<file path="src/rtl/regf_pkg.sv">
// rtl/regf_pkg.sv - shared sizing constants and helpers for the scoreboarded register file
package regf_pkg;

  localparam int DATA_W_DEF     = 8;
  localparam int ADDR_W_DEF     = 3;
  localparam int N_RD_DEF       = 2;
  localparam int BUSY_CNT_W_DEF = ADDR_W_DEF + 1;

  // Number of registers addressed by an ADDR_W-bit address.
  function automatic int depth_of(input int aw);
    return 1 << aw;
  endfunction

  // Counter must hold the value DEPTH itself, hence one extra bit.
  function automatic int busy_cnt_w(input int aw);
    return aw + 1;
  endfunction

endpackage

</file>
<file path="src/rtl/regf_scoreboard.sv">
// rtl/regf_scoreboard.sv - per-register busy bits, busy count and double-reserve error pulse
module regf_scoreboard
  import regf_pkg::*;
#(
  parameter int ADDR_W = ADDR_W_DEF
) (
  input  logic                        CLK,
  input  logic                        RESET,
  input  logic                        LD,
  input  logic [ADDR_W-1:0]           DR,
  input  logic                        RSV,
  input  logic [ADDR_W-1:0]           RSV_DR,
  output logic [depth_of(ADDR_W)-1:0] busy,
  output logic [ADDR_W:0]             BUSY_CNT,
  output logic                        RSV_ERR
);

  localparam int DEPTH = depth_of(ADDR_W);
  localparam int CNT_W = busy_cnt_w(ADDR_W);

  logic [DEPTH-1:0] busy_q, busy_d;
  logic [CNT_W-1:0] cnt_q, cnt_d;
  logic             err_q, err_d;
  logic             same_addr;
  logic             set_new;
  logic             clr_old;

  // Next busy vector, count delta and error; a reserve to the register being written wins.
  always_comb begin
    busy_d    = busy_q;
    same_addr = RSV && LD && (RSV_DR == DR);
    set_new   = RSV && !busy_q[RSV_DR];
    clr_old   = LD && busy_q[DR] && !same_addr;
    err_d     = RSV && busy_q[RSV_DR] && !same_addr;
    if (LD) begin
      busy_d[DR] = 1'b0;
    end
    if (RSV) begin
      busy_d[RSV_DR] = 1'b1;
    end
    cnt_d = cnt_q + CNT_W'(set_new) - CNT_W'(clr_old);
  end

  // Scoreboard state register; reset discards any same-cycle LD/RSV.
  always_ff @(posedge CLK) begin
    if (RESET) begin
      busy_q <= '0;
      cnt_q  <= '0;
      err_q  <= 1'b0;
    end else begin
      busy_q <= busy_d;
      cnt_q  <= cnt_d;
      err_q  <= err_d;
    end
  end

  assign busy     = busy_q;
  assign BUSY_CNT = cnt_q;
  assign RSV_ERR  = err_q;

endmodule

</file>
<file path="src/rtl/reg_file_sb.sv">
// rtl/reg_file_sb.sv - register file with async read ports and busy scoreboard; optional REGF_BYPASS_EN write-through
module reg_file_sb
  import regf_pkg::*;
#(
  parameter int DATA_W = DATA_W_DEF,
  parameter int ADDR_W = ADDR_W_DEF,
  parameter int N_RD   = N_RD_DEF
) (
  input  logic                   CLK,
  input  logic                   RESET,
  input  logic                   LD,
  input  logic [ADDR_W-1:0]      DR,
  input  logic [DATA_W-1:0]      D_in,
  input  logic                   RSV,
  input  logic [ADDR_W-1:0]      RSV_DR,
  input  logic [N_RD*ADDR_W-1:0] SA,
  output logic [N_RD*DATA_W-1:0] DATA,
  output logic [N_RD-1:0]        BUSY,
  output logic [ADDR_W:0]        BUSY_CNT,
  output logic                   RSV_ERR
);

  localparam int DEPTH = depth_of(ADDR_W);

  logic [DATA_W-1:0] mem [DEPTH];
  logic [DEPTH-1:0]  busy;

  // Storage: clear everything on reset, otherwise one synchronous write per cycle.
  always_ff @(posedge CLK) begin
    if (RESET) begin
      for (int i = 0; i < DEPTH; i++) begin
        mem[i] <= '0;
      end
    end else if (LD) begin
      mem[DR] <= D_in;
    end
  end

  regf_scoreboard #(
    .ADDR_W (ADDR_W)
  ) u_scoreboard (
    .CLK      (CLK),
    .RESET    (RESET),
    .LD       (LD),
    .DR       (DR),
    .RSV      (RSV),
    .RSV_DR   (RSV_DR),
    .busy     (busy),
    .BUSY_CNT (BUSY_CNT),
    .RSV_ERR  (RSV_ERR)
  );

  for (genvar k = 0; k < N_RD; k++) begin : g_rd
    logic [ADDR_W-1:0] addr;
    assign addr = SA[k*ADDR_W +: ADDR_W];
`ifdef REGF_BYPASS_EN
    // Write-back data arriving this cycle is forwarded; a write that reset ignores is not.
    logic hit;
    assign hit = LD && !RESET && (addr == DR);
    assign DATA[k*DATA_W +: DATA_W] = hit ? D_in : mem[addr];
    assign BUSY[k]                  = hit ? 1'b0 : busy[addr];
`else
    assign DATA[k*DATA_W +: DATA_W] = mem[addr];
    assign BUSY[k]                  = busy[addr];
`endif
  end

endmodule
</file>
<file path="config.mk">
export PLATFORM = sky130hd
export DESIGN_NAME = reg_file_sb
export DESIGN_NICKNAME = d
export VERILOG_FILES = /design/src/rtl/regf_pkg.sv /design/src/rtl/regf_scoreboard.sv /design/src/rtl/reg_file_sb.sv
export SDC_FILE = /design/constraint.sdc
export NUM_CORES = 1
export LEC_CHECK = 0
export CAP_MARGIN = 40
export CORE_ASPECT_RATIO = 0.5
export CORE_MARGIN = 5
export CORE_UTILIZATION = 55
export CTS_CLUSTER_SIZE = 14
export DETAILED_ROUTE_END_ITERATION = 7
export PLACE_DENSITY = 0.74
export SKIP_LAST_GASP = 1
export SLEW_MARGIN = 30
export SYNTH_ARGS = -nofsm -noshare
export SYNTH_HDL_FRONTEND = slang
export SYNTH_SLANG_ARGS = --single-unit
export TNS_END_PERCENT = 20
</file>
<file path="constraint.sdc">
create_clock -name CLK -period 7.4 [get_ports CLK]
set_input_delay 1.48 -clock CLK [delete_from_list [all_inputs] [get_ports CLK]]
set_output_delay 1.48 -clock CLK [all_outputs]
set_load 0.02 [all_outputs]
</file>
==> flow_metrics.env <==
export IMPL_syn_nets=333
export IMPL_start_util=0.561
export IMPL_insertion_delay_ns=0.34
export IMPL_die_x_um=137
export IMPL_synth_warnings=0
export IMPL_setup_tns_ns=0
export IMPL_rows=23
export IMPL_routed_wl_um=10200
export IMPL_vdd_drop_max_mv=0.126
export IMPL_grt_use_total=0.220
export IMPL_syn_cell_area_mm2=0.00446
export IMPL_die_area_mm2=0.0101
export IMPL_switching_share=0.259
export IMPL_p_comb_frac=0.201
export IMPL_fillers=581
export IMPL_first_iter_violations=239
export IMPL_io_pins=47
export IMPL_postPlaceCellArea_mm2=0.00494
export IMPL_num_antenna_cells=0
export IMPL_hold_path_class="reg -> reg"
export IMPL_cts_resized=0
export IMPL_place_congestion=0.880
export IMPL_wire_per_inst_um=21.9
export IMPL_syn_to_final_growth_pct=17.5
export IMPL_arrival_ns=3.54
export IMPL_drive_gt1_frac=0.176
export IMPL_drt_first_pass_iters=5
export IMPL_synth_seq_cells=77
export IMPL_clk_pin_slew_ns=0.06
export IMPL_skew_ns=0.00354
export IMPL_drv_cap=0
export IMPL_core_area_mm2=0.00794
export IMPL_routed_via_density=5.99
export IMPL_power_density_mw_per_mm2=220
export IMPL_hold_buffers=0
export IMPL_synthCells=304
export IMPL_fp_dieH_um=73.7
export IMPL_vias=2787
export IMPL_multiInputGateArea_mm2=0.00209
export IMPL_fmax_mhz=199
export IMPL_grt_pass1_wl_um=15800
export IMPL_portBuffers=46
export IMPL_setup_viol=0
export IMPL_grt_pass1_vias=2992
export IMPL_cts_buffers=9
export IMPL_outcome="finished, final reports clean"
export IMPL_endpoint_kind="primary output"
export IMPL_synth_distinct_cells=39
export IMPL_switchingPower_mw=0.298
export IMPL_fin_crit_ns=5.02
export IMPL_async_flop_share=0
export IMPL_clkSinkCount=77
export IMPL_nets=377
export IMPL_cts_buffer_depth=2
export IMPL_crit_type="in -> out"
export IMPL_regArea_mm2=0.00218
export IMPL_critPathLaunchType="primary input"
export IMPL_cts_htree_levels=3
export IMPL_cts_tree="yes"
export IMPL_grt_max_degree=19
export IMPL_cp_required_ns=5.92
export IMPL_antenna_found_initial=0
export IMPL_cts_root_buf="clkbuf_16"
export IMPL_seq_area_frac_synth=0.490
export IMPL_grt_ovfl_total=0
export IMPL_cp_max_fo=14
export IMPL_rsz0062_at_grt="no"
export IMPL_route_detailed_drc=0
export IMPL_drv_slew=0
export IMPL_worst_slew_pin_transition_ns=0.809
export IMPL_hold_viol=0
export IMPL_post_cts_setup_buffer_count=0
export IMPL_syn_avg_cell_area_um2=14.7
export IMPL_final_area_mm2=0.00524
export IMPL_final_common_cell="and2_1"
export IMPL_synth_edff_count=64
export IMPL_detail_route_antenna_nets=0
export IMPL_p_int_mw=0.853
export IMPL_final_cell_mix="and2_1 (65), edfxtp_1 (64), clkdlybuf4s50_1 (44), mux4_1 (20), mux4_2 (18)"
export IMPL_timing_final_crit_share=0.678
export IMPL_pwr_share_seq=0.454
export IMPL_leakage_nw=1.94
export IMPL_clkPwrFrac=0.345
export IMPL_slew_headroom=0.459
export IMPL_ys_flop_type="edfxtp_1"
export IMPL_hpwlAfterDp_um=7190
[synth_stat cells (all sizes together) (3+ instances only)]
cell type  count  share of area
o22ai          4         0.0056
nor2b          3         0.0042
o32ai          3         0.0059
a31o           4         0.0079
clkbuf         4         0.0034
o21ai          3         0.0034
mux4          38           0.21
ha             4          0.011
and2          65          0.091
dfxtp         13          0.058
nor2          12          0.010
buf           13          0.024
xor2           4         0.0079
nand2          8         0.0067
o21bai         4         0.0067
edfxtp        64           0.43
inv           17          0.014
nand2b         4         0.0056
mux2          17          0.056
[registers in the layout (all words and copies together) (netlist names)]
signal,cells
u_scoreboard.BUSY_CNT,4
u_scoreboard.RSV_ERR,1
mem,64
u_scoreboard.busy,8
[power by group through the flow]
stage          clock network [mW]  logic [mW]  registers [mW]
6_report                    0.397       0.231           0.523
5_1_grt                     0.423       0.248           0.527
4_1_cts                     0.403       0.232           0.523
3_5_place_dp                    0       0.233           0.532
3_3_place_gp                    0       0.226           0.527
2_1_floorplan                   0       0.146           0.532
[per-stage QoR]
step	hold WS [ns]	utilization	setup slack, ns	cells	power [mW]
global placement	0.502	0.621	1.66	445	0.754
detailed placement	0.519	0.623	2.06	447	0.764
floorplan	0.464	-	3.15	304	0.678
CTS	0.531	0.656	2.04	463	1.16
finish	0.537	0.660	2.38	465	1.15
global route	0.542	0.660	2.31	465	1.20
[area by class of cell]
cell class | instances | share of cell area
Tap cell | 112 | 0.0267
Inverter | 17 | 0.0122
Timing Repair Buffer | 50 | 0.0939
Clock inverter | 6 | 0.00740
Multi-Input combinational cell | 193 | 0.400
Sequential cell | 77 | 0.417
Clock buffer | 10 | 0.0437
[critical path: stages]
cell	delay, ns
clkdlybuf4s50_1	0.67
buf_8	0.22
mux4_1	0.29
o21ai_0	0.21
clkdlybuf4s50_1	0.66
[kinds of logic (layout without fill, tap and decap cells)]
logic type / Yosys count / count (layout) / share of synthesized area
buffers and inverters: 34 / 83 / 0.0415
muxes: 57 / 57 / 0.270
AOI/OAI and AO/OA: 25 / 25 / 0.0407
DFF: 77 / 77 / 0.490
and+or+nand+nor: 100 / 100 / 0.131
xor gates and xnor gates: 6 / 6 / 0.0118
adders and majority gates: 5 / 5 / 0.0157
[worst paths after layout]
kind                                    endpoint  slack, ns  cells past startpoint                       startpoint
max                                      BUSY[1]       2.38                      5                            SA[4]
min              u_scoreboard.busy[7]$_SDFF_PP0_       0.54                      2  u_scoreboard.busy[7]$_SDFF_PP0_
max reg2reg  u_scoreboard.BUSY_CNT[2]$_SDFF_PP0_       5.01                     11  u_scoreboard.busy[3]$_SDFF_PP0_
min reg2reg      u_scoreboard.busy[7]$_SDFF_PP0_       0.54                      2  u_scoreboard.busy[7]$_SDFF_PP0_
[per-layer routing]
| metal | vias to the layer above | track usage | wire length, um |
|---|---|---|---|
| li1 | 1258 | - | - |
| met1 | 1413 | 0.272 | 4210 |
| met2 | 103 | 0.372 | 5020 |
| met3 | 13 | 0.0677 | 780 |
| met4 | 0 | 0.0819 | 174 |
| met5 | - | 0 | 0 |
Note: power is estimated with default switching activity, not from simulation.
